## config.mk

```make
export PLATFORM = sky130hd
export DESIGN_NAME = ahb_lite_txn_capture
export DESIGN_NICKNAME = d
export VERILOG_FILES = /design/src/rtl/ahb_lite_txn_capture_pkg.sv /design/src/rtl/ahb_lite_txn_capture_rec_fifo.sv /design/src/rtl/ahb_lite_txn_capture.sv
export SDC_FILE = /design/constraint.sdc
export NUM_CORES = 1
export LEC_CHECK = 0
export BUFFER_PORTS_ARGS = -buffer_cell sky130_fd_sc_hd__buf_4
export CAP_MARGIN = 20
export CORE_ASPECT_RATIO = 0.5
export CORE_MARGIN = 8
export CORE_UTILIZATION = 40
export CTS_CLUSTER_SIZE = 20
export DETAILED_ROUTE_END_ITERATION = 6
export PLACE_DENSITY = 0.53
export SLEW_MARGIN = 25
export SYNTH_ARGS = -nofsm -noshare
export SYNTH_HDL_FRONTEND = slang
export SYNTH_SLANG_ARGS = --single-unit
```

## constraint.sdc

```tcl
create_clock -name HCLK -period 21.8 [get_ports HCLK]
set_clock_uncertainty 0.15 [all_clocks]
set_input_delay 2.18 -clock HCLK [delete_from_list [all_inputs] [get_ports HCLK]]
set_output_delay 2.18 -clock HCLK [all_outputs]
set_load 0.02 [all_outputs]
```

## src/rtl/ahb_lite_txn_capture_pkg.sv

```systemverilog
`default_nettype none
// ============================================================================
// Module      : ahb_lite_txn_capture_pkg
// Description : Shared AHB-Lite types for the transaction capture tap:
//               transfer/size encodings, capture FSM states, record struct.
// Revision    : 1.0 - initial release
// ============================================================================
package ahb_lite_txn_capture_pkg;

  localparam int ADDRWIDTH = 32;
  localparam int DATAWIDTH = 32;

  typedef enum logic [1:0] {
    HTRANS_IDLE   = 2'd0,
    HTRANS_BUSY   = 2'd1,
    HTRANS_NONSEQ = 2'd2,
    HTRANS_SEQ    = 2'd3
  } htrans_t;

  // HSIZE is carried verbatim, so a plain 3-bit type is all that is needed.
  typedef logic [2:0] hsize_t;

  localparam hsize_t HSIZE_BYTE = 3'd0;
  localparam hsize_t HSIZE_HALF = 3'd1;
  localparam hsize_t HSIZE_WORD = 3'd2;

  typedef enum logic [1:0] {
    ST_IDLE = 2'd0,
    ST_DATA = 2'd1,
    ST_ERR  = 2'd2
  } cap_state_t;

  typedef struct packed {
    logic [ADDRWIDTH-1:0] addr;
    logic [DATAWIDTH-1:0] data;
    logic                 write;
    hsize_t               size;
    logic                 err;
  } ahb_rec_t;

  // NONSEQ and SEQ are the only transfer types that open a data phase.
  function automatic logic htrans_active(input htrans_t t);
    return (t == HTRANS_NONSEQ) || (t == HTRANS_SEQ);
  endfunction

endpackage : ahb_lite_txn_capture_pkg
`default_nettype wire

```

## src/rtl/ahb_lite_txn_capture_rec_fifo.sv

```systemverilog
`default_nettype none
// ============================================================================
// Module      : ahb_rec_fifo
// Description : Single-clock show-ahead FIFO of ahb_rec_t records. A push
//               into a full FIFO is accepted when a pop happens in the same
//               cycle. While empty the head output keeps the last record
//               that was popped.
// Revision    : 1.0 - initial release
// ============================================================================
module ahb_rec_fifo
  import ahb_lite_txn_capture_pkg::*;
#(
  parameter int DEPTH = 8
) (
  input  logic                   clk,
  input  logic                   rst,
  input  logic                   push,
  input  ahb_rec_t               push_rec,
  input  logic                   pop,
  output ahb_rec_t               head,
  output logic                   full,
  output logic                   empty,
  output logic [$clog2(DEPTH):0] level
);

  localparam int PTR_W = $clog2(DEPTH);
  localparam logic [PTR_W:0] C_DEPTH = (PTR_W+1)'(DEPTH);

  ahb_rec_t         mem_q [DEPTH];
  logic [PTR_W-1:0] wr_ptr_q, wr_ptr_d;
  logic [PTR_W-1:0] rd_ptr_q, rd_ptr_d;
  logic [PTR_W:0]   cnt_q, cnt_d;
  ahb_rec_t         hold_q, hold_d;
  logic             do_push, do_pop;

  assign empty   = (cnt_q == '0);
  assign full    = (cnt_q == C_DEPTH);
  assign level   = cnt_q;
  assign do_pop  = pop & ~empty;
  assign do_push = push & (~full | do_pop);
  assign head    = empty ? hold_q : mem_q[rd_ptr_q];

  // Next pointer/occupancy values; pointers wrap naturally at DEPTH.
  always_comb begin
    wr_ptr_d = wr_ptr_q;
    rd_ptr_d = rd_ptr_q;
    cnt_d    = cnt_q;
    hold_d   = hold_q;
    if (do_push) wr_ptr_d = wr_ptr_q + 1'b1;
    if (do_pop) begin
      rd_ptr_d = rd_ptr_q + 1'b1;
      hold_d   = mem_q[rd_ptr_q];
    end
    case ({do_push, do_pop})
      2'b10:   cnt_d = cnt_q + 1'b1;
      2'b01:   cnt_d = cnt_q - 1'b1;
      default: cnt_d = cnt_q;
    endcase
  end

  // Control state; reset flushes the FIFO by clearing pointers and count.
  always_ff @(posedge clk) begin
    if (rst) begin
      wr_ptr_q <= '0;
      rd_ptr_q <= '0;
      cnt_q    <= '0;
      hold_q   <= '0;
    end else begin
      wr_ptr_q <= wr_ptr_d;
      rd_ptr_q <= rd_ptr_d;
      cnt_q    <= cnt_d;
      hold_q   <= hold_d;
    end
  end

  // Storage array; contents need no reset since the count gates visibility.
  always_ff @(posedge clk) begin
    if (do_push) mem_q[wr_ptr_q] <= push_rec;
  end

endmodule : ahb_rec_fifo
`default_nettype wire

```

## src/rtl/ahb_lite_txn_capture.sv

```systemverilog
`default_nettype none
// ============================================================================
// Module      : ahb_lite_txn_capture
// Description : Passive AHB-Lite tap. Pairs each accepted address phase with
//               its data phase (wait states and two-cycle ERROR included) and
//               pushes one record per completed transfer into a FIFO. Records
//               that find the FIFO full are dropped and counted.
// Revision    : 1.0 - initial release
// ============================================================================
module ahb_lite_txn_capture
  import ahb_lite_txn_capture_pkg::*;
#(
  parameter int ADDR_W     = ADDRWIDTH,
  parameter int DATA_W     = DATAWIDTH,
  parameter int FIFO_DEPTH = 8,
  parameter int CNT_W      = 16
) (
  input  logic                        HCLK,
  input  logic                        HRESET,
  input  logic                        HSEL,
  input  logic [ADDR_W-1:0]           HADDR,
  input  logic                        HWRITE,
  input  logic [2:0]                  HSIZE,
  input  logic [1:0]                  HTRANS,
  input  logic                        HREADY,
  input  logic                        HRESP,
  input  logic [DATA_W-1:0]           HWDATA,
  input  logic [DATA_W-1:0]           HRDATA,
  output logic                        rec_valid,
  input  logic                        rec_ready,
  output ahb_rec_t                    rec,
  output logic [$clog2(FIFO_DEPTH):0] level,
  output logic [CNT_W-1:0]            ovf_cnt
);

  cap_state_t           state_q, state_d;
  logic [ADDRWIDTH-1:0] pend_addr_q, pend_addr_d;
  logic                 pend_write_q, pend_write_d;
  hsize_t               pend_size_q, pend_size_d;
  logic [CNT_W-1:0]     ovf_q, ovf_d;

  logic     accept;
  logic     push;
  ahb_rec_t push_rec;
  logic     pop;
  logic     fifo_full;
  logic     fifo_empty;

  assign accept    = HREADY & HSEL & htrans_active(htrans_t'(HTRANS));
  assign rec_valid = ~fifo_empty;
  assign pop       = rec_valid & rec_ready;
  assign ovf_cnt   = ovf_q;

  // Capture FSM: completes the pending data phase and may accept the next
  // address phase on the same edge (pipelined back-to-back transfers).
  always_comb begin
    state_d        = state_q;
    pend_addr_d    = pend_addr_q;
    pend_write_d   = pend_write_q;
    pend_size_d    = pend_size_q;
    push           = 1'b0;
    push_rec       = '0;
    push_rec.addr  = pend_addr_q;
    push_rec.write = pend_write_q;
    push_rec.size  = pend_size_q;

    case (state_q)
      ST_DATA: begin
        if (HREADY) begin
          push    = 1'b1;
          state_d = ST_IDLE;
          if (HRESP) begin
            // ERROR seen only with HREADY high: still recorded as an error.
            push_rec.err  = 1'b1;
            push_rec.data = '0;
          end else begin
            push_rec.err  = 1'b0;
            push_rec.data = pend_write_q ? HWDATA : HRDATA;
          end
        end else if (HRESP) begin
          state_d = ST_ERR;
        end
      end
      ST_ERR: begin
        // Second ERROR cycle always closes the transfer, whatever the bus shows.
        push          = 1'b1;
        push_rec.err  = 1'b1;
        push_rec.data = '0;
        state_d       = ST_IDLE;
      end
      default: state_d = ST_IDLE;
    endcase

    if (accept) begin
      state_d      = ST_DATA;
      pend_addr_d  = HADDR;
      pend_write_d = HWRITE;
      pend_size_d  = HSIZE;
    end
  end

  // Dropped-record counter: a push is lost only if full with no same-cycle pop.
  always_comb begin
    ovf_d = ovf_q;
    if (push && fifo_full && !pop && (ovf_q != '1)) ovf_d = ovf_q + 1'b1;
  end

  // State, pending address-phase register and overflow counter.
  always_ff @(posedge HCLK) begin
    if (HRESET) begin
      state_q      <= ST_IDLE;
      pend_addr_q  <= '0;
      pend_write_q <= 1'b0;
      pend_size_q  <= '0;
      ovf_q        <= '0;
    end else begin
      state_q      <= state_d;
      pend_addr_q  <= pend_addr_d;
      pend_write_q <= pend_write_d;
      pend_size_q  <= pend_size_d;
      ovf_q        <= ovf_d;
    end
  end

  ahb_rec_fifo #(
    .DEPTH    (FIFO_DEPTH)
  ) u_fifo (
    .clk      (HCLK),
    .rst      (HRESET),
    .push     (push),
    .push_rec (push_rec),
    .pop      (pop),
    .head     (rec),
    .full     (fifo_full),
    .empty    (fifo_empty),
    .level    (level)
  );

endmodule : ahb_lite_txn_capture
`default_nettype wire

```

==> flow_metrics.py, run 1 <==
metrics = {
    "timing": {
        "max_freq_mhz": 156,
        "setup_tns_ps": 0,
        "finalHoldViolations": 0,
        "maxSlewHeadroom": 0.329,
        "drv_slew": 0,
        "rsz0062_at_grt": "no",
        "fin_crit_ps": 6390,
        "setup_ws_ps": 15410,
        "finalCritPeriodShare": 0.293,
        "setup_viol": 0,
        "tightest_slew_ps": 1010,
    },
    "logic_synthesis": {
        "synthCells": 1609,
        "ys_warn_count": 0,
        "synth.area.top_cells": "edfxtp_1 (62%), mux4_2 (12%), dfxtp_1 (10%), mux2i_1 (3.9%), nor2_1 (2.6%)",
        "ys_seq_area_frac": 0.718,
        "postSynthAreaPerCell_sq_um": 16.7,
        "synth_ff_type": "edfxtp_1",
        "synth_commonest_cells": "edfxtp_1 (552), nor2_1 (185), mux4_2 (138)",
        "synth_seq_cells": 688,
        "syn_area_sq_um": 26900,
        "yosys.area.top_type": "edfxtp_1",
        "synth_edf_count": 552,
        "yosysMostFrequentCell": "edfxtp_1",
        "async_reset_ff_frac": 0,
        "synth_cell_types": 49,
        "synth_nets": 1723,
        "yosysTopAreaCellShare": 0.617,
    },
    "worst_setup_path": {
        "cp_cell_sequence": "buf_4 -> buf_4 -> mux4_2 -> mux2i_1 -> a21oi_1 -> buf_4",
        "worstPathRequired_ps": 19470,
        "end_kind": "primary output",
        "arrival_ps": 4060,
        "crit_slowest_cell": "buf_4",
        "crit_path_max_fanout": 44,
        "max_stage_delay_ps": 830,
        "crit_path_start_kind": "flop",
        "criticalPathCategory": "flop to primary output",
        "cpMostUsedCell": "buf_4",
    },
    "grt": {
        "track_usage": 0.159,
        "grt_max_degree": 88,
        "antenna_found_initial": 0,
        "grt_pass1_wl_um": 92200,
        "grt_pass1_vias": 14500,
        "globalRouteOverflowTotal": 0,
    },
    "cts": {
        "cts_sinks": 688,
        "cts-root-buf": "clkbuf_16",
        "hold_buffers": 0,
        "cts_made_buffers": 61,
        "clock_latency_ps": 620,
        "cts_tree": "built",
        "clk_pin_slew_ps": 70,
        "cts_resized": 0,
        "clk_path_buf_depth": 3,
        "cts_setup_buffers": 0,
        "htreeDepth": 2,
    },
    "placement": {
        "post-place-ws_ps": 15840,
        "dpl.hpwl_um": 33800,
        "gp_congestion": 0.725,
        "io_buffers": 196,
        "place_area_sq_um": 29300,
        "dp_cells": 2623,
    },
    "power_and_ir_drop": {
        "p_total_mw": 2.92,
        "vdd_ir_drop_max_uv": 60.8,
        "p_leak_nw": 9.44,
        "pwr_density_cell_nw_per_um2": 92.9,
    },
    "die": {
        "row_count": 67,
        "die_y_um": 199,
        "dieArea_sq_um": 76300,
        "fp.coreArea_sq_um": 66700,
        "start_util": 0.403,
        "die_w_um": 383,
        "num_io_pins": 198,
    },
    "route": {
        "ant_nets": 0,
        "dr.first_iter.drc_count": 914,
        "vias": 14300,
        "drt_pass1_iterations": 5,
        "wire_per_inst_um": 22.6,
        "wirelength_um": 61900,
        "drc": 0,
        "avgViaCountPerCell": 5.23,
    },
    "cells_and_area": {
        "area_growth_pct": 16.8,
        "nFillCells": 5812,
        "fin_nets": 1904,
        "multiInputGateArea_sq_um": 7150,
        "drive_gt1_frac": 0.263,
        "final_cell_count_no_fill": 2739,
        "stdcell_area_sq_um": 31400,
        "seqCellArea_sq_um": 19300,
        "antenna_cells": 0,
    },
    "min_path": {
        "holdCritPathClass": "flop to flop",
    },
    "status": {
        "status": "complete, no violations",
    },
    "flow_run": {
        "drv_cap": 0,
    },
}
routing by layer:
metal,part of all wire,up-vias,track usage
li1,-,6663,-
met1,0.45,7373,0.218
met2,0.50,221,0.274
met3,0.038,67,0.0232
met4,0.013,0,0.0283
met5,0,-,0
worst paths after layout:
check                               start                        endpoint  slack [ps]  depth (start not counted)
hold reg to reg   ovf_cnt[8]$_SDFFE_PP0P_         ovf_cnt[8]$_SDFFE_PP0P_         340                          2
setup reg to reg                     flop  u_fifo.hold_q[57]$_SDFFE_PP0P_       18280                          5
setup / recovery                     flop                         rec[45]       15410                          6
hold / removal    ovf_cnt[8]$_SDFFE_PP0P_         ovf_cnt[8]$_SDFFE_PP0P_         340                          2
worst max-delay path, delay by kind of cell (launching register included):
family	cells	cell delay, ps
flip-flops	1	650
AO/OA/AOI/OAI	1	150
buffers and inverters	3	1700
multiplexers	2	920
state kept, by name, indices dropped and copies added, names as in the netlist, named ones only:
signal and cells:
state_q 2, u_fifo.level 4, u_fifo.wr_ptr_q 3, ovf_cnt 16, u_fifo.hold_q 69, u_fifo.rd_ptr_q 3
pend_addr_q 32, pend_size_q 3, pend_write_q 1, u_fifo.mem_q 552
through the flow:
stage | hold WS [ps] | utilization
6_report | 342 | 0.471
5_1_grt | 361 | 0.471
4_1_cts | 344 | 0.470
3_5_place_dp | 332 | 0.439
3_3_place_gp | 325 | 0.439
2_1_floorplan | 312 | -
power by group:
part           total [mW]  leakage [nW]  switching, mW  internal [mW]
Sequential           1.44          5.66         0.0180           1.42
Clock                1.11          1.00          0.469          0.638
Combinational       0.366          2.78          0.218          0.148
Total                2.92          9.44          0.705           2.21
placed cells by master, fill, tap and decap left out, types with 10 or more instances in the layout:
cell type	instances
clkinv_2	10
a211oi_1	71
clkbuf_16	61
mux2i_1	104
buf_4	224
a21oi_1	121
edfxtp_1	552
nand2_1	88
mux4_2	138
clkbuf_1	17
dfxtp_1	132
nor2_1	184
layout make-up:
type / instances / share of cell area
flip-flops and latches: 688 / 0.615
multi-input cells: 806 / 0.228
repair buffers: 227 / 0.0552
clock buffers: 86 / 0.0542
well taps: 897 / 0.0357
clock inverters: 29 / 0.0114
inverters: 6 / 0.000717
logic make-up after synthesis:
family,count (synthesis),share of synthesized area
AND/OR/NAND/NOR,332,0.0532
AO/OA/AOI/OAI,217,0.0497
XOR/XNOR,4,0.00130
adder cells (fa/ha/maj),6,0.00279
buffers and inverters,115,0.0188
multiplexers,247,0.156
flip-flops,688,0.718
No activity file was read; power rests on OpenSTA's default activity.
==> run 2, diff against run 1 <==
==> constraint.sdc (replaced) <==
create_clock -name HCLK -period 6 [get_ports HCLK]
set_clock_uncertainty 0.15 [all_clocks]
set_input_delay 0.6 -clock HCLK [delete_from_list [all_inputs] [get_ports HCLK]]
set_output_delay 0.6 -clock HCLK [all_outputs]
set_load 0.02 [all_outputs]
==> run 2 against run 1 <==
Against the previous run: utilization increased by 0.20 points; die area is the same; cell count increased by 0.40%; combinational power rose to 3.6 times the previous value; first-iteration DRC count grew 9.5%; largest cell class unchanged; largest power group unchanged; highest routed layer unchanged.
==> flow_metrics.py, run 2 (same netlist as run 1, synthesis figures left out) <==
metrics = {
    "worst_setup_path": {
        "cp_cell_sequence": "buf_4 -> mux4_2 -> mux2i_1 -> a21oi_1 -> buf_4",
        "arrival_ps": 3310,
        "criticalPathCategory": "flop to primary output",
        "end_kind": "primary output",
        "crit_family": "flip-flops",
        "reg2reg_depth": 6,
        "crit_path_max_fanout": 38,
        "timing.rr.start": "state_q[0]$_SDFFE_PP0P_",
        "r2r_end": "u_fifo.mem_q[5][43]$_DFFE_PP_",
        "max_stage_delay_ps": 890,
        "cpMostUsedCell": "buf_4",
        "crit_slowest_cell": "dfxtp_4",
        "reg2reg_setup_slack_ps": 2550,
        "path_buf_inv": 2,
        "worstPathRequired_ps": 5250,
        "crit_cells": 5,
        "crit_path_start_kind": "flop",
    },
    "route": {
        "ant_nets": 0,
        "wirelength_um": 61700,
        "avgViaCountPerCell": 5.25,
        "wire_per_inst_um": 22.5,
        "vias": 14500,
        "drt_pass1_iterations": 5,
        "drc": 0,
        "dr.first_iter.drc_count": 1001,
    },
    "min_path": {
        "holdCritPathClass": "primary input to flop",
        "holdPathStages": 2,
        "holdPathEnd": "u_fifo.level[3]$_SDFFE_PP0P_",
        "hp-start": "rec_ready",
    },
    "timing": {
        "hold_ws_ps": 90.4,
        "finalHoldViolations": 0,
        "setup_ws_ps": 1940,
        "finalCritPeriodShare": 0.677,
        "setup_tns_ps": 0,
        "setup_viol": 0,
        "rsz0062_at_grt": "no",
        "fin_crit_ps": 4060,
        "max_freq_mhz": 246,
        "drv_slew": 0,
        "maxSlewHeadroom": 0.350,
        "tightest_slew_ps": 975,
    },
    "status": {
        "status": "complete, no violations",
    },
    "die": {
        "fp.coreArea_sq_um": 66700,
        "row_count": 67,
        "die_y_um": 199,
        "start_util": 0.403,
        "die_w_um": 383,
        "num_io_pins": 198,
        "dieArea_sq_um": 76300,
    },
    "placement": {
        "dpl.hpwl_um": 32900,
        "place_area_sq_um": 29400,
        "gp_congestion": 0.720,
        "post-place-ws_ps": 2270,
        "io_buffers": 196,
        "dp_cells": 2627,
    },
    "grt": {
        "grt_pass1_wl_um": 92900,
        "antenna_found_initial": 0,
        "grt_max_degree": 106,
        "globalRouteOverflowTotal": 0,
        "grt_pass1_vias": 14900,
        "track_usage": 0.159,
    },
    "cts": {
        "clock_latency_ps": 590,
        "cts_setup_buffers": 0,
        "clk_path_buf_depth": 3,
        "cts_made_buffers": 67,
        "cts_sinks": 688,
        "cts-root-buf": "clkbuf_16",
        "htreeDepth": 3,
        "cts_tree": "built",
        "hold_buffers": 0,
        "cts_resized": 0,
        "clk_pin_slew_ps": 60,
    },
    "power_and_ir_drop": {
        "p_leak_nw": 9.49,
        "pwr_density_cell_nw_per_um2": 338,
        "netSwitchingFraction": 0.244,
        "pwr-share-clk": 0.384,
        "comb_power_share": 0.123,
        "vdd_ir_drop_max_uv": 179,
        "power.internal_mw": 8.06,
        "p_switching_mw": 2.60,
        "seqPwrFrac": 0.493,
        "p_total_mw": 10.7,
    },
    "cells_and_area": {
        "area_growth_pct": 17.3,
        "stdcell_area_sq_um": 31500,
        "largest-register": "u_fifo.mem_q",
        "seqCellArea_sq_um": 19300,
        "largest_reg_flops": 552,
        "final_cell_count_no_fill": 2750,
        "post-route-util": 0.473,
        "final_common_cell": "edfxtp_1",
        "fin_nets": 1914,
        "final_cell_mix": "edfxtp_1 (552), buf_4 (228), nor2_1 (184)",
        "multiInputGateArea_sq_um": 7190,
        "reg_top3": "u_fifo.mem_q (552), u_fifo.hold_q (69), pend_addr_q (32)",
        "antenna_cells": 0,
        "drive_gt1_frac": 0.264,
        "nFillCells": 5801,
    },
    "flow_run": {
        "drv_cap": 0,
    },
}
[run 2: changes by cell type in the layout (fill, tap and decap cells not counted), moves of 3 or more]
cell       before  now
bufinv_16       8    2
clkbuf_1       17   20
clkinv_1        5    8
buf_4         224  228
clkbuf_16      61   71
[run 2: worst max path at each step]
stage / start / end / slack, ps
2_1_floorplan: state_q[0]$_SDFFE_PP0P_ / u_fifo.mem_q[2][0]$_DFFE_PP_ / 480
3_3_place_gp: HREADY / u_fifo.mem_q[5][49]$_DFFE_PP_ / 2240
3_5_place_dp: HREADY / u_fifo.mem_q[5][49]$_DFFE_PP_ / 2270
4_1_cts: flop / rec[63] / 1750
5_1_grt: flop / rec[56] / 1580
6_report: flop / rec[63] / 1940
[run 2: final cells by class]
class | instances | share of cell area
Inverter | 6 | 0.000714
Sequential cell | 688 | 0.612
Timing Repair Buffer | 231 | 0.0559
Clock buffer | 98 | 0.0618
Multi-Input combinational cell | 806 | 0.228
Tap cell | 897 | 0.0356
Clock inverter | 24 | 0.00548
[run 2: power by group through the flow]
| stage | Clock, mW | Combinational, mW | Sequential (mW) |
|---|---|---|---|
| 6_report | 4.09 | 1.31 | 5.25 |
| 5_1_grt | 4.38 | 1.42 | 5.26 |
| 4_1_cts | 4.21 | 1.35 | 5.25 |
| 3_5_place_dp | 0 | 1.35 | 5.35 |
| 3_3_place_gp | 0 | 1.34 | 5.35 |
| 2_1_floorplan | 0 | 0.821 | 5.32 |
[run 2: worst register-to-register path, cell delays in order, from the launching register on]
cell      delay, ps
dfxtp_1         360
inv_1            60
ha_1            360
a211oi_2        490
nand2_1         370
nor3b_4         810
buf_4           500
[run 2: metal layers]
metal | share of wire | vias up | routed length (um) | GRT usage
met5 | 0 | - | 0 | 0
met4 | 0.016 | 0 | 979 | 0.0362
met3 | 0.033 | 80 | 2060 | 0.0273
met2 | 0.50 | 213 | 31000 | 0.277
met1 | 0.45 | 7472 | 27800 | 0.211
li1 | - | 6686 | - | -
